`src/rtl/mips_mem_pkg.sv`:
```
// Shared types and constants for the unified memory port arbiter.
//   state_e    : arbiter FSM state (IDLE / ACCESS)
//   owner_e    : which pipeline stage owns the access in flight
//   mem_req_t  : request selected by the arbiter in the grant cycle
//   misaligned : flags a byte address that is not word aligned
package mips_mem_pkg;

  typedef enum logic {IDLE = 1'b0, ACCESS = 1'b1} state_e;
  typedef enum logic {OWN_IF = 1'b0, OWN_DM = 1'b1} owner_e;

  localparam logic [1:0] WORD_ALIGN_MASK = 2'b11;
  localparam int         STARVE_W        = 3;   // starvation counter width
  localparam int         WAIT_W          = 3;   // wait-state counter width (0..7)

  typedef struct packed {
    owner_e      owner;
    logic        we;
    logic [31:0] addr;
    logic [31:0] wdata;
  } mem_req_t;

  function automatic logic misaligned(input logic [1:0] lsb);
    return |(lsb & WORD_ALIGN_MASK);
  endfunction

endpackage

```
`src/rtl/mem_wait_counter.sv`:
```
// Loadable down-counter that times the ACCESS phase.
//   clk, rst_n  : clock, async active-low reset
//   load_i      : load load_val_i (grant of an aligned access)
//   load_val_i  : number of extra wait cycles
//   dec_i       : count down (asserted while in ACCESS)
//   tc_o        : terminal count, high when the counter reads zero
module mem_wait_counter #(
  parameter int W = 3
) (
  input  logic         clk,
  input  logic         rst_n,
  input  logic         load_i,
  input  logic [W-1:0] load_val_i,
  input  logic         dec_i,
  output logic         tc_o
);

  logic [W-1:0] cnt_q, cnt_d;

  always_comb begin
    cnt_d = cnt_q;
    if (load_i)                 cnt_d = load_val_i;
    else if (dec_i && |cnt_q)   cnt_d = cnt_q - 1'b1;
  end

  always_ff @(posedge clk or negedge rst_n) begin
    if (!rst_n) cnt_q <= '0;
    else        cnt_q <= cnt_d;
  end

  assign tc_o = (cnt_q == '0);

endmodule

```
`src/rtl/mem_port_arbiter.sv`:
```
// Shares one unified instruction/data memory between the fetch stage (read
// only) and the memory stage (load/store). One access at a time; the address
// and write data are held for WAIT_STATES+1 cycles, stores pulse the write
// enable once in the last of them, and completion is a one-cycle rvalid.
//   clk, rst_n                         : clock, async active-low reset
//   if_req/if_addr -> if_gnt           : fetch request / accept
//   if_rvalid/if_rdata/if_err          : fetch completion
//   dm_req/dm_we/dm_addr/dm_wdata      : data request
//   dm_gnt, dm_rvalid/dm_rdata/dm_err  : data accept / completion
//   mem_wr_en/mem_addr/mem_din/mem_dout: memory side
//   busy                               : access in flight
module mem_port_arbiter
  import mips_mem_pkg::*;
#(
  parameter int WAIT_STATES = 1,
  parameter int STARVE_MAX  = 4
) (
  input  logic        clk,
  input  logic        rst_n,
  input  logic        if_req,
  input  logic [31:0] if_addr,
  output logic        if_gnt,
  output logic        if_rvalid,
  output logic [31:0] if_rdata,
  output logic        if_err,
  input  logic        dm_req,
  input  logic        dm_we,
  input  logic [31:0] dm_addr,
  input  logic [31:0] dm_wdata,
  output logic        dm_gnt,
  output logic        dm_rvalid,
  output logic [31:0] dm_rdata,
  output logic        dm_err,
  output logic        mem_wr_en,
  output logic [31:0] mem_addr,
  output logic [31:0] mem_din,
  input  logic [31:0] mem_dout,
  output logic        busy
);

  state_e              state_q;
  owner_e              own_q;
  logic                we_q;
  logic [STARVE_W-1:0] starve_q, starve_d;
  logic                if_rvalid_q, dm_rvalid_q, if_err_q, dm_err_q;
  logic [31:0]         if_rdata_q, dm_rdata_q, mem_addr_q, mem_din_q;

  logic     idle, if_win, dm_win, any_gnt, req_misal, start, wait_tc;
  mem_req_t req_d;

  // Grants are gated by rst_n so nothing is accepted while reset is held.
  assign idle    = rst_n && (state_q == IDLE);
  assign if_win  = idle && if_req && (!dm_req || starve_q == STARVE_W'(STARVE_MAX));
  assign dm_win  = idle && dm_req && !if_win;
  assign any_gnt = if_win || dm_win;

  always_comb begin
    req_d.owner = OWN_DM;
    req_d.we    = dm_we;
    req_d.addr  = dm_addr;
    req_d.wdata = dm_wdata;
    if (if_win) begin
      req_d.owner = OWN_IF;
      req_d.we    = 1'b0;
      req_d.addr  = if_addr;
      req_d.wdata = '0;
    end
  end

  assign req_misal = misaligned(req_d.addr[1:0]);
  // Misaligned requests are answered directly from IDLE without touching memory.
  assign start     = any_gnt && !req_misal;

  // Fetch is only counted as starving while it is actually asking.
  always_comb begin
    starve_d = starve_q;
    if (if_win)                starve_d = '0;
    else if (dm_win && if_req) starve_d = starve_q + 1'b1;
    else if (idle && !if_req)  starve_d = '0;
  end

  mem_wait_counter #(.W(WAIT_W)) u_wait (
    .clk        (clk),
    .rst_n      (rst_n),
    .load_i     (start),
    .load_val_i (WAIT_W'(WAIT_STATES)),
    .dec_i      (state_q == ACCESS),
    .tc_o       (wait_tc)
  );

  always_ff @(posedge clk or negedge rst_n) begin
    if (!rst_n) begin
      state_q     <= IDLE;
      own_q       <= OWN_IF;
      we_q        <= 1'b0;
      starve_q    <= '0;
      if_rvalid_q <= 1'b0;
      dm_rvalid_q <= 1'b0;
      if_err_q    <= 1'b0;
      dm_err_q    <= 1'b0;
      if_rdata_q  <= '0;
      dm_rdata_q  <= '0;
      mem_addr_q  <= '0;
      mem_din_q   <= '0;
    end else begin
      starve_q    <= starve_d;
      if_rvalid_q <= 1'b0;
      dm_rvalid_q <= 1'b0;
      if_err_q    <= 1'b0;
      dm_err_q    <= 1'b0;
      case (state_q)
        IDLE: begin
          if (any_gnt) begin
            if (req_misal) begin
              if (req_d.owner == OWN_IF) begin
                if_rvalid_q <= 1'b1;
                if_err_q    <= 1'b1;
                if_rdata_q  <= '0;
              end else begin
                dm_rvalid_q <= 1'b1;
                dm_err_q    <= 1'b1;
                dm_rdata_q  <= '0;
              end
            end else begin
              own_q      <= req_d.owner;
              we_q       <= req_d.we;
              mem_addr_q <= req_d.addr;
              mem_din_q  <= req_d.wdata;
              state_q    <= ACCESS;
            end
          end
        end
        ACCESS: begin
          if (wait_tc) begin
            state_q <= IDLE;
            if (own_q == OWN_IF) begin
              if_rvalid_q <= 1'b1;
              if_rdata_q  <= mem_dout;
            end else begin
              dm_rvalid_q <= 1'b1;
              dm_rdata_q  <= we_q ? 32'h0 : mem_dout;
            end
          end
        end
        default: state_q <= IDLE;
      endcase
    end
  end

  assign if_gnt    = if_win;
  assign dm_gnt    = dm_win;
  assign if_rvalid = if_rvalid_q;
  assign if_rdata  = if_rdata_q;
  assign if_err    = if_err_q;
  assign dm_rvalid = dm_rvalid_q;
  assign dm_rdata  = dm_rdata_q;
  assign dm_err    = dm_err_q;
  assign mem_addr  = mem_addr_q;
  assign mem_din   = mem_din_q;
  assign busy      = (state_q == ACCESS);
  // Decoded from registered state only, so a single clean pulse per store.
  assign mem_wr_en = (state_q == ACCESS) && wait_tc && we_q;

endmodule

```
`config.mk`:
```
export PLATFORM = sky130hd
export DESIGN_NAME = mem_port_arbiter
export DESIGN_NICKNAME = d
export VERILOG_FILES = /design/src/rtl/mips_mem_pkg.sv /design/src/rtl/mem_wait_counter.sv /design/src/rtl/mem_port_arbiter.sv
export SDC_FILE = /design/constraint.sdc
export NUM_CORES = 1
export LEC_CHECK = 0
export CORE_ASPECT_RATIO = 0.9
export CORE_MARGIN = 1.5
export CORE_UTILIZATION = 45
export DETAILED_ROUTE_END_ITERATION = 12
export PLACE_DENSITY = 0.87
export SLEW_MARGIN = 30
export SYNTH_ARGS = -nofsm -noshare
export SYNTH_HDL_FRONTEND = slang
export SYNTH_SLANG_ARGS = --single-unit
```
`constraint.sdc`:
```
create_clock -name clk -period 3.2 [get_ports clk]
set_input_delay 0.8 -clock clk [delete_from_list [all_inputs] [get_ports clk]]
set_output_delay 0.8 -clock clk [all_outputs]
set_load 0.005 [all_outputs]
```
==> results of run 1 <==
## where the power goes
part,internal [mW],total [mW],switching [mW],leakage (nW)
clock network,1.30,2.01,0.706,0.293
logic,1.84,2.89,1.06,2.43
registers,2.50,2.94,0.439,1.83
total,5.63,7.84,2.20,4.55
## cell usage in the layout, fill, tap and decap left out, types with 3 or more instances in the layout
master | synthesis | routed
a21o_1 | 33 | 33
a22o_1 | 26 | 26
and3_1 | 37 | 37
buf_4 | 0 | 10
bufinv_16 | 0 | 3
clkbuf_1 | 21 | 4
clkbuf_16 | 0 | 17
clkbuf_8 | 0 | 4
clkdlybuf4s50_1 | 0 | 267
dfrtp_1 | 141 | 141
ha_1 | 4 | 4
inv_1 | 13 | 13
mux2_2 | 34 | 34
mux2_4 | 26 | 26
nand2_1 | 76 | 76
nor2_1 | 6 | 5
nor2b_1 | 4 | 4
o21ai_0 | 29 | 29
o2bb2ai_1 | 6 | 6
o31ai_1 | 6 | 6
## metal layers
layer / vias up / wire length, um / GRT usage [%]
li1: 2251 / - / -
met3: 42 / 903 / 6.91
met1: 2424 / 7040 / 30.3
met5: - / 0 / 0
met4: 0 / 582 / 11.0
met2: 168 / 9260 / 43.5
## kinds of logic (layout without fill, tap and decap cells)
group                      after synthesis  in the layout  synth area share, %
and+or+nand+nor                        132            132                 10.4
muxes                                   60             60                 13.0
buffers and inverters                   47            324                 3.63
adders and majority gates                4              4                0.838
DFF                                    141            141                 59.1
AOI/OAI and AO/OA                      108            108                 13.1
## per-stage QoR
| step | total power, mW | area (um2) | cells | hold slack (ns) |
|---|---|---|---|---|
| final | 7.84 | 9430 | 933 | 0.387 |
| after global routing | 8.22 | 9430 | 933 | 0.397 |
| after CTS | 7.88 | 9410 | 933 | 0.379 |
| after detailed placement | 5.82 | 8810 | 902 | 0.464 |
| after global placement | 5.68 | 8810 | 902 | 0.460 |
| after floorplan | 3.89 | 5970 | 492 | 0.462 |
## state kept, by name (all words and copies together), names as in the netlist
signal and cells:
we_q 1, mem_din 32, busy 1, mem_addr 32, if_rdata 32, u_wait.cnt_q 3, dm_err 1, dm_rdata 32
if_rvalid 1, if_err 1, own_q 1, dm_rvalid 1, starve_q 3
## critical path: stages
cell and delay, ns:
clkdlybuf4s50_1 0.51, inv_1 0.07, a211o_2 0.29, inv_1 0.09, clkdlybuf4s50_1 0.53
## final cells by class
type	count	area, um2
Clock inverter	6	108
Multi-Input combinational cell	304	2250
Inverter	13	48.8
Sequential cell	141	3530
Timing Repair Buffer	280	2790
Tap cell	164	205
Clock buffer	25	495
Fill cell	846	3410
## worst max-delay path by stage
stage               cells past startpoint  slack (ns)  startpoint                  endpoint
finish                                  5        0.11      if_req                    if_gnt
global route                            5        0.09      if_req                    if_gnt
CTS                                     5        0.11      if_req                    if_gnt
detailed placement                      5        0.11      if_req                    if_gnt
global placement                        5        0.13      if_req                    if_gnt
floorplan                               6        1.12       rst_n  mem_addr[10]$_DFFE_PN0P_
==> impl_metrics.ini, run 1 <==
[global_routing]
first_global_vias = 5018
grt_first_pass_wirelength_um = 27400
grt_max_degree = 73
gr-usage-all-layers_pct = 25.4
initial_antenna_violation_count = 0
grt.overflow.total = 0

[logic_synthesis]
synth_top_cell_by_area = dfrtp_1
synth-seq-cells = 141
synth.most_common_cell = dfrtp_1
synth-main-ff-cell = dfrtp_1
netlist_top_cells_area = dfrtp_1 (59%), mux2_4 (6.5%), mux2_2 (6.4%)
syn_area_um2 = 5970
synth_commonest_cells = dfrtp_1 (141), nand2_1 (76), and3_1 (37)
async_flop_share_pct = 100
number_of_enable_flip_flop_cells_after_synthesis = 0
ys_seq_area_share_pct = 59.1
ys.warnings.count = 0
synthesis.nets = 629
yosys_cell_types = 30
syn-mean-instance-area_um2 = 12.1
post-synth-top-area-fraction_pct = 59.1
postSynthCellCount = 492

[clock_tree]
clock_latency_ns = 0.42
htree_num_levels = 4
ctsResizeCount = 0
numCtsBuffers = 17
cts_tree = yes
clkTransAtPathRegs_ns = 0.06
post-cts-setup-buffers = 0
cts.sinks = 141
ctsRootBufferMaster = clkbuf_16
postCtsHoldBufs = 0
clock_tree.buffer_depth = 2

[pwr]
power_per_cell_area_nw_per_um2 = 831
static-leakage-power_nw = 4.55
ir_worst_vdd_uv = 501

[critical_path]
crit-reg2reg-launch = starve_q[0]$_DFFE_PN0P_
setup.reg_to_reg.worst_slack_ns = 0.80
regToRegEndpoint = mem_addr[24]$_DFFE_PN0P_
cp_data_required_time_ns = 2.40
critical_path.max_fanout = 3
critical_path.endpoint_type = output pin
worst-endpoint-arrival_ns = 2.29
start_kind = input port
worst_setup_path_category = in2out
reg2regPathDepth = 7

[floorplanning]
floorplan.io_pins = 269
std_cell_rows = 39
die-area_um2 = 14000
initial_utilization_pct = 46.5
dieHeight_um = 112
die_w_um = 124
core-area_um2 = 12800

[placed_design]
dpl.hpwl_um = 12300
numPortBuffers = 268
post-place-ws_ns = 0.113
finalWeightedCongestion = 0.807

[timing]
maxSlewHeadroom_pct = 44.7
finalHoldViolCount = 0
finalCritPeriodShare_pct = 96.5
rsz0062_at_grt = false
max_freq_mhz = 324
setup_viols_final = 0
worstMarginPinSlew_ns = 0.829
drv_slew = 0
skew_ns = 0.00908
setup-tns-final_ns = 0
worst_slack_ns = 0.113
final.min_clock_period_ns = 3.09

[detailed_routing]
drtIter0Drc = 280
routed_wire_length_per_instance_um = 19.1
detailroute.via_count = 4885
viasPerCell = 5.24
drt_drc_violations_left = 0
route.antenna.remaining_nets = 0
first_pass_iters = 4
sum_of_routed_wire_length_over_all_layers_um = 17800

[outcome]
run_status = complete, no violations

[cells_and_area]
final_util_pct = 73.5
synthToLayoutAreaGrowth_pct = 57.9
diodes = 0
drive_above_1_share_pct = 13.8
finish.net_count = 894

[run]
maxCapViolCount = 0

[worst_hold_path]
hold_class = in2async
(Power assumes the default switching activity.)
==> run 2, diff against run 1 <==
--- a/config.mk
+++ b/config.mk
@@ -9,8 +9,9 @@
 export CORE_MARGIN = 1.5
 export CORE_UTILIZATION = 45
 export DETAILED_ROUTE_END_ITERATION = 12
-export PLACE_DENSITY = 0.87
+export PLACE_DENSITY = 0.86
 export SLEW_MARGIN = 30
 export SYNTH_ARGS = -nofsm -noshare
 export SYNTH_HDL_FRONTEND = slang
+export SYNTH_HIERARCHICAL = 1
 export SYNTH_SLANG_ARGS = --single-unit
==> run 2 against run 1 <==
- clock power hardly changed
- combinational power is 9.3% higher
- global-route usage is 0.94 points higher
- fmax is 2.7% higher
- total power is 4.7% higher
- synthesized cell count is 13% higher
- register-to-register slack better by 0.26 ns
- critical path type unchanged
- cell count is 6.9% higher
==> impl_metrics.ini, run 2 <==
[outcome]
run_status = complete, no violations

[clock_tree]
ctsRootBufferMaster = clkbuf_16
cts.sinks = 141
numCtsBuffers = 17
clock_tree.buffer_depth = 2
htree_num_levels = 4
post-cts-setup-buffers = 0
ctsResizeCount = 0
clkTransAtPathRegs_ns = 0.06
clock_latency_ns = 0.42
cts_tree = yes
postCtsHoldBufs = 0

[timing]
skew_ns = 0.00729
rsz0062_at_grt = false
max_freq_mhz = 333
worst_slack_ns = 0.193
finalCritPeriodShare_pct = 94.0
setup_viols_final = 0
worstMarginPinSlew_ns = 0.656
finalHoldViolCount = 0
drv_slew = 0
maxSlewHeadroom_pct = 56.3
final.min_clock_period_ns = 3.01
setup-tns-final_ns = 0

[cells_and_area]
drive_above_1_share_pct = 10.8
layoutNonFillerInstCount = 997
layout.cells.most_common = clkdlybuf4s50_1
filler_cell_count = 854
diodes = 0
post-route-cell-area_um2 = 9270
layout_common_cells = clkdlybuf4s50_1 (267), dfrtp_1 (141), nand2_1 (134)
multiInputGateArea_um2 = 1960
synthToLayoutAreaGrowth_pct = 57.8
seqCellArea_um2 = 3530
finish.net_count = 957

[detailed_routing]
met2_wirelength_um = 8860
top_layer_used = met4
drt_drc_violations_left = 0
wl_met3_um = 1510
routed_wire_length_per_instance_um = 17.4
sum_of_routed_wire_length_over_all_layers_um = 17400
first_pass_iters = 9
viasPerCell = 5.27
route.antenna.remaining_nets = 0
drtIter0Drc = 497
wl_met1_um = 6730
detailroute.via_count = 5258

[critical_path]
start_kind = input port
critical_path.max_fanout = 3
cp_cell_sequence = clkdlybuf4s50_1, a21bo_2, and3_1, clkdlybuf4s50_1
timing.critical_path.buf_inv = 2
cp_data_required_time_ns = 2.40
worst-endpoint-arrival_ns = 2.21
cpMaxStageDelayCell = clkdlybuf4s50_1
cpPeakStageDelay_ns = 0.48
worst_setup_path_category = in2out
crit-reg2reg-launch = busy$_DFF_PN0_
cpLargestDelayFamily = buffers and inverters
critical_path_startpoint = dm_req
timing.critical_path.mode_cell = clkdlybuf4s50_1
critical_path.endpoint_type = output pin

[logic_synthesis]
yosys.area_share.simple_pct = 12.0
netlist_top_cells_area = dfrtp_1 (60%), nand2_1 (8.6%), o21ai_1 (5.4%)
fraction_of_the_mapped_netlist_area_in_compound_gates_pct = 20.0
synth-main-ff-cell = dfrtp_1
synth-adder-area-share_pct = 0.851
syn-mean-instance-area_um2 = 10.6
synth-seq-cells = 141
synth-xor-area-share_pct = 0
synth_top_cell_by_area = dfrtp_1
async_flop_share_pct = 100
post-synth-top-area-fraction_pct = 60.0
post_synth_mux_area_share_pct = 0.170
yosys_cell_types = 36
ys.warnings.count = 6
synth_top_family_by_area = compound AO/OA/AOI/OAI gates
number_of_enable_flip_flop_cells_after_synthesis = 0
ys_seq_area_share_pct = 60.0
syn_area_um2 = 5880
postSynthCellCount = 557
synth_commonest_cells = dfrtp_1 (141), nand2_1 (134), o21ai_1 (64)
synth.most_common_cell = dfrtp_1

[pwr]
static-leakage-power_nw = 4.13
ir_worst_vdd_uv = 404
power_per_cell_area_nw_per_um2 = 885

[floorplanning]
die_w_um = 123
core-area_um2 = 12700
floorplan.io_pins = 269
dieHeight_um = 111
initial_utilization_pct = 46.2
die-area_um2 = 13800
std_cell_rows = 39

[placed_design]
dpl.cell_count = 964
post-place-ws_ns = 0.162
place_area_um2 = 8630
numPortBuffers = 268
finalWeightedCongestion = 0.873
dpl.hpwl_um = 12000

[global_routing]
gr-usage-all-layers_pct = 26.3
grt_max_degree = 75
first_global_vias = 5457
initial_antenna_violation_count = 0
grt_first_pass_wirelength_um = 27800
grt.overflow.total = 0

[run]
maxCapViolCount = 0

[worst_hold_path]
hold_class = in2async
-- run 2: kinds of logic after synthesis --
family,count (synthesis)
adders and majority gates,4
and+or+nand+nor,163
buffers and inverters,78
DFF,141
muxes,1
AOI/OAI and AO/OA,168
other,2
-- run 2: final timing paths --
kind / end / slack, ns / cells past startpoint
max: if_gnt / 0.19 / 4
min: mem_din[7]$_DFFE_PN0P_ / 0.36 / 2
max reg2reg: u_wait/cnt_q[0]$_DFFE_PN0P_ / 1.06 / 7
min reg2reg: dm_rdata[23]$_DFFE_PN0P_ / 0.48 / 2
max in group asynchronous: dm_rdata[22]$_DFFE_PN0P_ / 1.61 / 4
min in group clk: dm_rdata[23]$_DFFE_PN0P_ / 0.48 / 2
-- run 2: layout make-up --
class | instances | share of cell area (%)
multi-input cells | 339 | 21.1
flip-flops and latches | 141 | 38.0
clock buffers | 21 | 5.07
repair buffers | 282 | 30.5
inverters | 39 | 1.58
clock inverters | 11 | 1.50
well taps | 164 | 2.21
-- run 2: where the power goes --
part | switching (mW) | leakage, nW | internal [mW]
logic | 1.25 | 2.04 | 1.91
registers | 0.474 | 1.79 | 2.55
clock network | 0.735 | 0.299 | 1.28
total | 2.46 | 4.13 | 5.75
-- run 2: per-stage QoR --
step / hold slack, ns / power (mW) / util, %
finish: 0.359 / 8.21 / 72.8
global route: 0.365 / 8.71 / 72.8
CTS: 0.488 / 8.26 / 72.6
detailed placement: 0.475 / 6.18 / 67.8
global placement: 0.467 / 6.03 / 67.8
floorplan: 0.477 / 4.16 / -
-- run 2: layer usage --
layer,global-route usage [%],vias up
met2,45.3,244
met1,31.1,2572
met3,8.86,28
met4,7.97,0
met5,0,-
li1,-,2414
==> run 3, diff against run 2 <==
--- a/config.mk
+++ b/config.mk
@@ -7,9 +7,11 @@
 export LEC_CHECK = 0
 export CORE_ASPECT_RATIO = 0.9
 export CORE_MARGIN = 1.5
-export CORE_UTILIZATION = 45
+export CORE_UTILIZATION = 38
 export DETAILED_ROUTE_END_ITERATION = 12
-export PLACE_DENSITY = 0.86
+export GPL_ROUTABILITY_DRIVEN = 0
+export HOLD_SLACK_MARGIN = 0.1
+export PLACE_DENSITY = 0.77
 export SLEW_MARGIN = 30
 export SYNTH_ARGS = -nofsm -noshare
 export SYNTH_HDL_FRONTEND = slang
==> constraint.sdc (replaced) <==
create_clock -name clk -period 2.5 [get_ports clk]
set_input_delay 0.625 -clock clk [delete_from_list [all_inputs] [get_ports clk]]
set_output_delay 0.625 -clock clk [all_outputs]
set_load 0.005 [all_outputs]
==> run 3 against run 2 <==
- via count is 3.7% lower
- non-clock buffer count is 5 higher
- clock skew hardly changed
- hold slack worse by 0.031 ns
- largest cell class unchanged
- highest routed layer unchanged
- first-iteration DRC count is 60% lower
- combinational power is 30% higher
- global-route usage is 5.0 points lower
==> impl_metrics.ini, run 3 (synthesized netlist as in run 2, its figures left out) <==
[global_routing]
grt.overflow.total = 0
gr-usage-all-layers_pct = 21.3
grt_first_pass_wirelength_um = 26800
initial_antenna_violation_count = 0
grt_max_degree = 142
first_global_vias = 5182

[floorplanning]
floorplan.io_pins = 269
die_w_um = 134
dieHeight_um = 121
std_cell_rows = 42
core-area_um2 = 14900
die-area_um2 = 16200
initial_utilization_pct = 39.4

[cells_and_area]
layoutNonFillerInstCount = 1036
finish.net_count = 962
synthToLayoutAreaGrowth_pct = 59.7
diodes = 0
layout.cells.most_common = clkdlybuf4s50_1
filler_cell_count = 1222
drive_above_1_share_pct = 11.5
layout_common_cells = clkdlybuf4s50_1 (263), dfrtp_1 (141), nand2_1 (134)

[pwr]
power_per_cell_area_nw_per_um2 = 1130
static-leakage-power_nw = 4.19
ir_worst_vdd_uv = 534

[critical_path]
cp_data_required_time_ns = 1.88
critical_path.max_fanout = 3
worst_setup_path_category = in2out
setup.reg_to_reg.worst_slack_ns = 0.51
start_kind = input port
worst-endpoint-arrival_ns = 1.82
critical_path.endpoint_type = output pin

[clock_tree]
clock_tree.buffer_depth = 2
htree_num_levels = 4
cts_tree = yes
ctsResizeCount = 6
post-cts-setup-buffers = 0
clkTransAtPathRegs_ns = 0.06
clock_latency_ns = 0.41
numCtsBuffers = 17
ctsRootBufferMaster = clkbuf_16
cts.sinks = 141
postCtsHoldBufs = 0

[timing]
final.min_clock_period_ns = 2.44
max_freq_mhz = 409
setup_viols_final = 0
maxSlewHeadroom_pct = 49.4
rsz0062_at_grt = false
finalHoldViolCount = 0
skew_ns = 0.00753
drv_slew = 0
finalCritPeriodShare_pct = 97.7
worstMarginPinSlew_ns = 0.759
worst_slack_ns = 0.0579
setup-tns-final_ns = 0

[outcome]
run_status = complete, no violations

[detailed_routing]
sum_of_routed_wire_length_over_all_layers_um = 16800
routed_wire_length_per_instance_um = 16.2
drt_drc_violations_left = 0
first_pass_iters = 4
drtIter0Drc = 198
viasPerCell = 4.89
detailroute.via_count = 5064
route.antenna.remaining_nets = 0

[placed_design]
dpl.cell_count = 1004
post-place-ws_ns = -0.148
dpl.hpwl_um = 11300
numPortBuffers = 268

[worst_hold_path]
hold_class = in2async

[run]
maxCapViolCount = 0
## run 3: cell types whose count changed in the layout (fill, tap and decap cells not counted), sizes merged
| cell | before | now |
|---|---|---|
| clkinvlp | 2 | 0 |
| clkbuf | 21 | 20 |
| inv | 40 | 43 |
| buf | 15 | 20 |
| clkdlybuf4s50 | 267 | 263 |
| dlygate4sd2 | 0 | 4 |
## run 3: worst paths after layout
path                                          start                           to  depth (start not counted)
max                                          dm_req                       if_gnt                          4
min                                           rst_n  u_wait/cnt_q[2]$_DFFE_PN0P_                          2
max reg2reg                 starve_q[0]$_DFFE_PN0P_  u_wait/cnt_q[2]$_DFFE_PN0P_                          9
min reg2reg                dm_rdata[29]$_DFFE_PN0P_     dm_rdata[29]$_DFFE_PN0P_                          2
max in group asynchronous                     rst_n      mem_addr[7]$_DFFE_PN0P_                          2
min in group clk           dm_rdata[29]$_DFFE_PN0P_     dm_rdata[29]$_DFFE_PN0P_                          2
## run 3: critical path: stages
cell and delay [ns]:
clkdlybuf4s50_1 0.47, a21bo_2 0.25, and3_1 0.18, dlygate4sd2_1 0.28
## run 3: per-stage QoR
stage                     util, %  power, mW  instance area, um2  hold WS (ns)
final                        62.9       10.6                9390         0.328
after global placement       58.7       7.81                8760         0.466
after global routing         62.9       11.2                9390         0.426
after CTS                    62.9       10.7                9390         0.394
after detailed placement     58.7       7.92                8760         0.475
after floorplan                 -       5.32                5880         0.329
## run 3: power by group
part | switching (mW) | internal, mW
Combinational | 1.61 | 2.50
Sequential | 0.537 | 3.27
Clock | 0.995 | 1.66
## run 3: layer usage
metal  share of wire [%]  vias up  track usage, %
met3                 8.3       24            6.81
met5                   0        -               0
met1                  43     2379            27.5
li1                    -     2434               -
met4                 2.0        0            7.86
met2                  46      227            33.8
## run 3: final cells by class
cell class	count	area (um2)	share of cell area, %
sequential	141	3530	37.6
timing repair buffer	287	2870	30.6
multi-input combinational	339	1970	21.0
clock buffer	20	467	4.97
tap	198	248	2.64
clock inverter	12	156	1.67
inverter	39	146	1.56
